===== config.mk =====
export PLATFORM = sky130hd
export DESIGN_NAME = uart_tx
export DESIGN_NICKNAME = d
export VERILOG_FILES = /design/src/rtl/uart_pkg.sv /design/src/rtl/uart_tx_parity_calc.sv /design/src/rtl/uart_tx.sv
export SDC_FILE = /design/constraint.sdc
export NUM_CORES = 1
export LEC_CHECK = 0
export ABC_AREA = 1
export CAP_MARGIN = 0
export CORE_MARGIN = 1
export CORE_UTILIZATION = 49
export DETAILED_ROUTE_END_ITERATION = 10
export PLACE_DENSITY = 0.75
export SLEW_MARGIN = 20
export SYNTH_ARGS = -nofsm -noshare
export SYNTH_HDL_FRONTEND = slang
export SYNTH_HIERARCHICAL = 1
export SYNTH_SLANG_ARGS = --single-unit

===== constraint.sdc =====
create_clock -name clk -period 1.81 [get_ports clk]
set_clock_uncertainty 0.2 [all_clocks]
set_input_delay 0.543 -clock clk [delete_from_list [all_inputs] [get_ports clk]]
set_output_delay 0.543 -clock clk [all_outputs]
set_load 0.02 [all_outputs]

===== src/rtl/uart_pkg.sv =====
// Types and line-level constants shared by the UART transmit and receive paths.
package uart_pkg;

  typedef enum logic [2:0] {
    IDLE,
    START,
    DATA,
    PARITY,
    STOP
  } uart_state_e;

  localparam logic PAR_EVEN  = 1'b0;
  localparam logic PAR_ODD   = 1'b1;

  localparam logic LINE_IDLE = 1'b1;
  localparam logic START_BIT = 1'b0;
  localparam logic STOP_BIT  = 1'b1;

endpackage


===== src/rtl/uart_tx_parity_calc.sv =====
// Combinational frame parity: XOR of the data word, inverted for odd parity.
module uart_tx_parity_calc #(
  parameter int DATA_W = 8
) (
  input  logic [DATA_W-1:0] data_i,
  input  logic              par_typ_i,
  output logic              par_o
);

  assign par_o = (^data_i) ^ par_typ_i;

endmodule


===== src/rtl/uart_tx.sv =====
// UART transmitter: start, DATA_W data bits LSB first, optional parity, stop.
// Parity is built only when UART_TX_PARITY_EN is defined.
module uart_tx
  import uart_pkg::*;
#(
  parameter int DATA_W     = 8,
  parameter int PRESCALE_W = 6
) (
  input  logic                  clk,
  input  logic                  rst,
  input  logic [DATA_W-1:0]     p_data,
  input  logic                  data_valid,
  input  logic                  par_typ,
  input  logic [PRESCALE_W-1:0] prescale,
  output logic                  tx_out,
  output logic                  busy
);

  localparam int BIT_W = (DATA_W > 1) ? $clog2(DATA_W) : 1;

  uart_state_e           state_q;
  logic [PRESCALE_W-1:0] cnt_q;
  logic [PRESCALE_W-1:0] n_q;
  logic [BIT_W-1:0]      bit_q;
  logic [DATA_W-1:0]     data_q;
  logic                  tx_q;
  logic                  busy_q;

  logic                  bit_end;
  logic [BIT_W-1:0]      bit_nxt;

  assign bit_end = (cnt_q == (n_q - PRESCALE_W'(1)));
  assign bit_nxt = bit_q + BIT_W'(1);

`ifdef UART_TX_PARITY_EN
  logic par_q;
  logic par_bit;

  uart_tx_parity_calc #(.DATA_W(DATA_W)) u_parity (
    .data_i    (data_q),
    .par_typ_i (par_q),
    .par_o     (par_bit)
  );
`else
  logic unused_par_typ;
  assign unused_par_typ = par_typ;
`endif

  always_ff @(posedge clk) begin
    if (rst) begin
      state_q <= IDLE;
      cnt_q   <= '0;
      bit_q   <= '0;
      n_q     <= PRESCALE_W'(1);
      data_q  <= '0;
      tx_q    <= LINE_IDLE;
      busy_q  <= 1'b0;
`ifdef UART_TX_PARITY_EN
      par_q   <= PAR_EVEN;
`endif
    end else begin
      case (state_q)
        IDLE: begin
          if (data_valid) begin
            data_q  <= p_data;
            // A prescale of zero would never hit a bit boundary; run it as 1.
            n_q     <= (prescale == '0) ? PRESCALE_W'(1) : prescale;
            cnt_q   <= '0;
            state_q <= START;
            tx_q    <= START_BIT;
            busy_q  <= 1'b1;
`ifdef UART_TX_PARITY_EN
            par_q   <= par_typ;
`endif
          end
        end
        START: begin
          if (bit_end) begin
            cnt_q   <= '0;
            bit_q   <= '0;
            state_q <= DATA;
            tx_q    <= data_q[0];
          end else begin
            cnt_q <= cnt_q + PRESCALE_W'(1);
          end
        end
        DATA: begin
          if (bit_end) begin
            cnt_q <= '0;
            if (bit_q == BIT_W'(DATA_W - 1)) begin
`ifdef UART_TX_PARITY_EN
              state_q <= PARITY;
              tx_q    <= par_bit;
`else
              state_q <= STOP;
              tx_q    <= STOP_BIT;
`endif
            end else begin
              bit_q <= bit_nxt;
              tx_q  <= data_q[bit_nxt];
            end
          end else begin
            cnt_q <= cnt_q + PRESCALE_W'(1);
          end
        end
`ifdef UART_TX_PARITY_EN
        PARITY: begin
          if (bit_end) begin
            cnt_q   <= '0;
            state_q <= STOP;
            tx_q    <= STOP_BIT;
          end else begin
            cnt_q <= cnt_q + PRESCALE_W'(1);
          end
        end
`endif
        STOP: begin
          if (bit_end) begin
            cnt_q   <= '0;
            state_q <= IDLE;
            tx_q    <= LINE_IDLE;
            busy_q  <= 1'b0;
          end else begin
            cnt_q <= cnt_q + PRESCALE_W'(1);
          end
        end
        default: begin
          cnt_q   <= '0;
          state_q <= IDLE;
          tx_q    <= LINE_IDLE;
          busy_q  <= 1'b0;
        end
      endcase
    end
  end

  assign tx_out = tx_q;
  assign busy   = busy_q;

endmodule


==> flow_metrics.env, run 1 <==
export IMPL_timing_rr_start="n_q[1]"
export IMPL_synth_top_area_share_pct=36.2
export IMPL_syn2layout_area_growth_pct=29.2
export IMPL_yosysWarnings=6
export IMPL_ir_worst_vdd_mv=0.637
export IMPL_status="complete, but fails checks"
export IMPL_drc=0
export IMPL_required_ns=1.85
export IMPL_vias=1530
export IMPL_drv_cap=0
export IMPL_hp_start="data_q[6]"
export IMPL_num_rows=20
export IMPL_n_antenna_cell=0
export IMPL_maxSlewHeadroom_pct=77.8
export IMPL_final_antenna_net_count=0
export IMPL_final_hold_viol_count=0
export IMPL_fin_crit_ns=1.82
export IMPL_setup_viol=2
export IMPL_numCtsBuffers=3
export IMPL_grt_usage_pct=20.9
export IMPL_first_pass_iters=4
export IMPL_synth_most_common_cell="nand2_1"
export IMPL_syn_instance_count=234
export IMPL_initial_core_util_pct=51.2
export IMPL_synth_area_um2=1550
export IMPL_final_setup_tns_ns=-0.0192
export IMPL_ys_seq_area_share_pct=36.2
export IMPL_core_area_um2=3030
export IMPL_reg2reg_slack_ns=-0.01
export IMPL_whs_path_depth=2
export IMPL_cts_sinks=28
export IMPL_antenna_found_initial=0
export IMPL_yosys_top_cells_count="nand2_1 (61), inv_1 (30), dfxtp_1 (28), a21oi_1 (24), nor2_1 (20)"
export IMPL_drt_total_wl_mm=3.21
export IMPL_ctsLongestPathBuffers=2
export IMPL_cts_htree_levels=1
export IMPL_finalMaxSlewViolations=0
export IMPL_cp_end_kind="register"
export IMPL_synthTopCellsByArea="dfxtp_1 (36%), nand2_1 (15%), a21oi_1 (7.8%), inv_1 (7.3%), nand3_1 (5.8%)"
export IMPL_slowest_delay_ns=0.36
export IMPL_layout_drive_gt1_share_pct=18.7
export IMPL_synth_ff_type="dfxtp_1"
export IMPL_min_to="data_q[6]"
export IMPL_cts_tree="done"
export IMPL_design_area_um2=2000
export IMPL_synthDistinctLibCells=28
export IMPL_cp_max_fo=8
export IMPL_postPlaceCellArea_um2=1880
export IMPL_powerDensity_nw_per_um2=1420
export IMPL_clkTransAtPathRegs_ns=0.16
export IMPL_finalCritPeriodShare_pct=101
export IMPL_synth_seq_cells=28
export IMPL_drt_iter0_drc=47
export IMPL_clock_latency_ns=0.34
export IMPL_ctsRootBufferMaster="clkbuf_4"
export IMPL_grt_overflow_total=0
export IMPL_place_congestion=0.865
export IMPL_max_slew_worst_pin_slew_ns=0.331
export IMPL_critPathKind="register to register"
export IMPL_reg2reg_to="cnt_q[3]"
export IMPL_arrival_ns=1.86
export IMPL_grt_pass1_wl_mm=5.54
export IMPL_die_w_um=58.2
export IMPL_hold_class="register to register"
export IMPL_via_per_inst=4.90
export IMPL_fin_ws_ns=-0.0101
export IMPL_timing_fmax_mhz=549
export IMPL_reg2reg_depth=12
export IMPL_die_area_um2=3390
export IMPL_grt_max_degree=18
export IMPL_grt_pass1_vias=1369
export IMPL_io_buffers=18
export IMPL_cp_start_kind="register"
export IMPL_ios=20
export IMPL_die_y_um=58.2
export IMPL_ys_async_sr_fraction_pct=0
export IMPL_syn_mean_instance_area_um2=6.62
export IMPL_failed_checks="negative setup slack"
export IMPL_crit_path_top_delay_cell="dfxtp_2"
export IMPL_fin_nets=291
export IMPL_path_cells="inv_2 > ha_4 > inv_2 > nand2_1 > nand2_1 > nor2_1 > nand2_1 > nor2_4 > nand3_4 > nand2_8 > nor2_2 > o21a_1"
export IMPL_rsz0062_at_grt="yes"
export IMPL_wl_per_cell_um=10.3
export IMPL_synth_edf_count=0
export IMPL_critPathMostFrequentCell="nand2_1"
export IMPL_leakagePower_nw=0.884
export IMPL_synth_nets=256
export IMPL_hpwl_mm=2.36
export IMPL_synth_largest_area_cell="dfxtp_1"
-- registers in the layout, summed over array words and instances, names as in the netlist --
name and count:
bit_q 3, busy 1, cnt_q 6, data_q 8, n_q 6, state_q 3
tx_out 1
-- through the flow --
step / hold slack [ns] / setup WS [ns] / power (W) / utilization, % / instances
floorplan: 0.229 / 0.00898 / 0.00187 / - / 234
global placement: 0.242 / -0.106 / 0.00225 / 62.2 / 306
detailed placement: 0.246 / -0.129 / 0.00228 / 62.2 / 306
CTS: 0.267 / -0.00814 / 0.00271 / 64.7 / 311
global route: 0.293 / -0.183 / 0.00310 / 66.1 / 312
finish: 0.264 / -0.0101 / 0.00285 / 66.1 / 312
-- layer usage --
metal	part of all wire (%)	vias up	global-route usage, %	wire (um)
met3	2.1	5	2.68	66
met5	0	-	0	0
met2	46	24	35.5	1480
met4	1.3	0	6.80	42
li1	-	816	-	-
met1	50	685	27.4	1620
-- how the worst max path moves through the flow --
stage                    start         end  slack [ns]  cells after the start
floorplan               n_q[0]    cnt_q[3]       0.009                     12
global placement    data_valid      n_q[0]       -0.11                      6
detailed placement  data_valid   data_q[2]       -0.13                      5
CTS                     n_q[0]    cnt_q[2]      -0.008                     13
global route            n_q[1]  state_q[1]       -0.18                     13
finish                  n_q[1]    cnt_q[3]       -0.01                     12
-- cells in the final DEF (no fill, tap or decap), drive strengths merged, types with 2 or more instances in the layout --
cell type / count
dfxtp: 28
o21a: 2
nor2: 26
clkdlybuf4s50: 16
buf: 16
ha: 4
clkbuf: 4
nor3: 2
xor2: 2
a21oi: 24
o21ai: 18
inv: 35
nand2: 63
nand3: 19
-- cells by family after synthesis --
family / share of synthesized area (%)
buffers and inverters: 9.61
xor gates and xnor gates: 1.70
and+or+nand+nor: 33.8
adders and majority gates: 3.23
DFF: 36.2
AOI/OAI and AO/OA: 15.5
-- critical path, delay by kind of cell, from the launching register on --
| family | cells | cell delay [ns] |
|---|---|---|
| and+or+nand+nor | 8 | 0.67 |
| DFF | 1 | 0.36 |
| adders and majority gates | 1 | 0.26 |
| AOI/OAI and AO/OA | 1 | 0.16 |
| buffers and inverters | 2 | 0.08 |
-- where the power goes --
part           internal [W]  switching, W
clock network      0.000224      0.000193
registers          0.000770      0.000116
logic              0.000634      0.000908
-- repair_timing --
action | 4_1_cts | 5_1_grt
gates cloned | 0 | 0
endpoints found under the setup margin | 14 | 15
pin swaps | 4 | 3
hold buffers | 0 | 0
gates resized for setup | 8 | 14
setup buffers | 1 | 1
hold endpoints to repair | 0 | 0
-- layout make-up --
class                      instances  area (um^2)
fill                             296         1030
multi-input combinational        167          888
sequential                        28          563
timing repair buffer              34          308
inverter                          35          134
tap                               44         55.1
clock inverter                     1         30.0
clock buffer                       3         22.5
Note: power is estimated with default switching activity, not from simulation.
==> inputs of run 2 (changes only) <==
CORE_MARGIN = 1.5   (was 1)
==> run 2 against run 1 <==
  * The run still ends with negative setup slack left
  * Cell count grew 0.96%
  * Fmax is essentially flat
  * Register-to-register slack is essentially flat
  * Total power shrank 3.1%
  * Setup slack gained 0.0011 ns
  * Global-route usage shrank 0.44 points
  * Hold slack lost 0.0027 ns
  * Non-clock buffer count grew 3
  * Critical path type unchanged
==> flow_metrics.env, run 2 (same netlist as run 1, synthesis figures left out) <==
export IMPL_first_pass_iters=4
export IMPL_place_congestion=0.894
export IMPL_critical_path_top_delay_family="simple AND/OR/NAND/NOR gates"
export IMPL_leakagePower_nw=0.895
export IMPL_io_buffers=18
export IMPL_largest_register="data_q"
export IMPL_n_antenna_cell=0
export IMPL_fin_nets=294
export IMPL_final_setup_tns_ns=-0.0133
export IMPL_gr_max_usage_layer="met2"
export IMPL_holdWs_ns=0.261
export IMPL_met3_usage_pct=2.62
export IMPL_powerDensity_nw_per_um2=1380
export IMPL_use_met1_pct=27.5
export IMPL_ctsRootBufferMaster="clkbuf_4"
export IMPL_fin_ws_ns=-0.00899
export IMPL_die_y_um=59.2
export IMPL_cp_start_kind="register"
export IMPL_grt_overflow_total=0
export IMPL_cts_htree_levels=1
export IMPL_cts_sinks=28
export IMPL_status="complete, but fails checks"
export IMPL_numCtsBuffers=3
export IMPL_rsz0062_at_grt="yes"
export IMPL_largest_registers="data_q x8, cnt_q x6, n_q x6"
export IMPL_drt_total_wl_mm=3.21
export IMPL_failed_checks="negative setup slack"
export IMPL_antenna_found_initial=0
export IMPL_grt_pass1_vias=1332
export IMPL_final_hold_viol_count=0
export IMPL_maxSlewHeadroom_pct=76.0
export IMPL_grt_pass1_wl_mm=5.53
export IMPL_die_w_um=59.2
export IMPL_wl_per_cell_um=10.2
export IMPL_drt_iter0_drc=56
export IMPL_critPathKind="register to register"
export IMPL_reg2reg_depth=12
export IMPL_finalMaxSlewViolations=0
export IMPL_path_cells="inv_2 > ha_4 > inv_2 > nand2_1 > nand2_1 > nor2_1 > nand2_1 > nor2_4 > nand3_4 > nand2_4 > nor2_1 > o21a_1"
export IMPL_fin_util_pct=65.9
export IMPL_fin_crit_ns=1.82
export IMPL_cts_tree="done"
export IMPL_clkTransAtPathRegs_ns=0.15
export IMPL_ir_worst_vdd_mv=0.634
export IMPL_register_area_um2=563
export IMPL_cp_end_kind="register"
export IMPL_arrival_ns=1.87
export IMPL_hold_class="register to register"
export IMPL_drc=0
export IMPL_critPathMostFrequentCell="nand2_1"
export IMPL_grt_use_met2_pct=33.6
export IMPL_num_rows=20
export IMPL_final_common_cell="nand2_1"
export IMPL_initial_core_util_pct=51.2
export IMPL_crit_buf_inv=2
export IMPL_setup_viol=2
export IMPL_clock_latency_ns=0.33
export IMPL_path_depth=12
export IMPL_multiInputGateArea_um2=860
export IMPL_syn2layout_area_growth_pct=28.8
export IMPL_nFillCells=286
export IMPL_cp_max_fo=8
export IMPL_max_slew_worst_pin_slew_ns=0.357
export IMPL_via_per_inst=4.83
export IMPL_grt_usage_pct=20.4
export IMPL_required_ns=1.86
export IMPL_cts_hold_buf=0
export IMPL_whs_path_depth=2
export IMPL_hpwl_mm=2.40
export IMPL_slowest_delay_ns=0.36
export IMPL_finalCritPeriodShare_pct=100
export IMPL_largest_register_ffs=8
export IMPL_pre_cts_ws_ns=-0.119
export IMPL_vias=1523
export IMPL_final_antenna_net_count=0
export IMPL_core_area_um2=3030
export IMPL_die_area_um2=3510
export IMPL_final_cell_mix="nand2_1 (61), inv_1 (28), dfxtp_1 (26), a21oi_1 (24), nor2_1 (19)"
export IMPL_grt_max_degree=18
export IMPL_ios=20
export IMPL_timing_fmax_mhz=550
export IMPL_crit_path_top_delay_cell="dfxtp_2"
export IMPL_layout_drive_gt1_share_pct=16.6
export IMPL_drv_cap=0
export IMPL_ctsLongestPathBuffers=2
## run 2: changes by cell type in the layout (fill, tap and decap cells not counted), sizes merged
cell	delta
buf	+3
clkbuf	-1
dlygate4sd2	+1
## run 2: path summary, 6_finish.rpt
path / startpoint / to / slack, ns
setup / recovery: n_q[1] / cnt_q[3] / -0.009
hold / removal: data_q[5] / data_q[5] / 0.26
setup reg to reg: n_q[1] / cnt_q[3] / -0.009
hold reg to reg: data_q[5] / data_q[5] / 0.26
## run 2: report_power, final
group	internal, W	switching [W]	leakage, nW	total (W)
Combinational	0.000624	0.000838	0.637	0.00146
Clock	0.000224	0.000187	0.0279	0.000412
Sequential	0.000770	0.000114	0.230	0.000884
## run 2: worst reg2reg max path: cells and delay by family (launching register included)
| family | cells | cell delay, ns |
|---|---|---|
| compound gates | 1 | 0.17 |
| fa+ha+maj | 1 | 0.26 |
| buf+inv | 2 | 0.08 |
| flops | 1 | 0.36 |
| simple gates | 8 | 0.66 |
## run 2: area by class of cell
| type | count | share of cell area [%] |
|---|---|---|
| clock buffers | 3 | 1.13 |
| clock inverters | 1 | 1.50 |
| inverters | 35 | 6.58 |
| multi-input cells | 167 | 43.1 |
| flip-flops and latches | 28 | 28.2 |
| well taps | 44 | 2.76 |
| repair buffers | 37 | 16.7 |
## run 2: stage by stage
| step | instance area (um^2) | power, W | std cells |
|---|---|---|---|
| 4_1_cts | 1980 | 0.00274 | 314 |
| 2_1_floorplan | 1550 | 0.00187 | 234 |
| 6_report | 2000 | 0.00276 | 315 |
| 3_5_place_dp | 1900 | 0.00229 | 308 |
| 5_1_grt | 2000 | 0.00302 | 315 |
| 3_3_place_gp | 1900 | 0.00226 | 308 |
## run 2: what timing repair did
item,4_1_cts,5_1_grt
resized for setup,7,4
buffers inserted,2,1
setup endpoints to repair,15,15
pin swaps,8,5
## run 2: routing by layer
layer / up-vias / part of all wire, %
met5: - / 0
met4: 0 / 1.6
met3: 5 / 2.3
met2: 24 / 45
met1: 671 / 51
li1: 823 / -
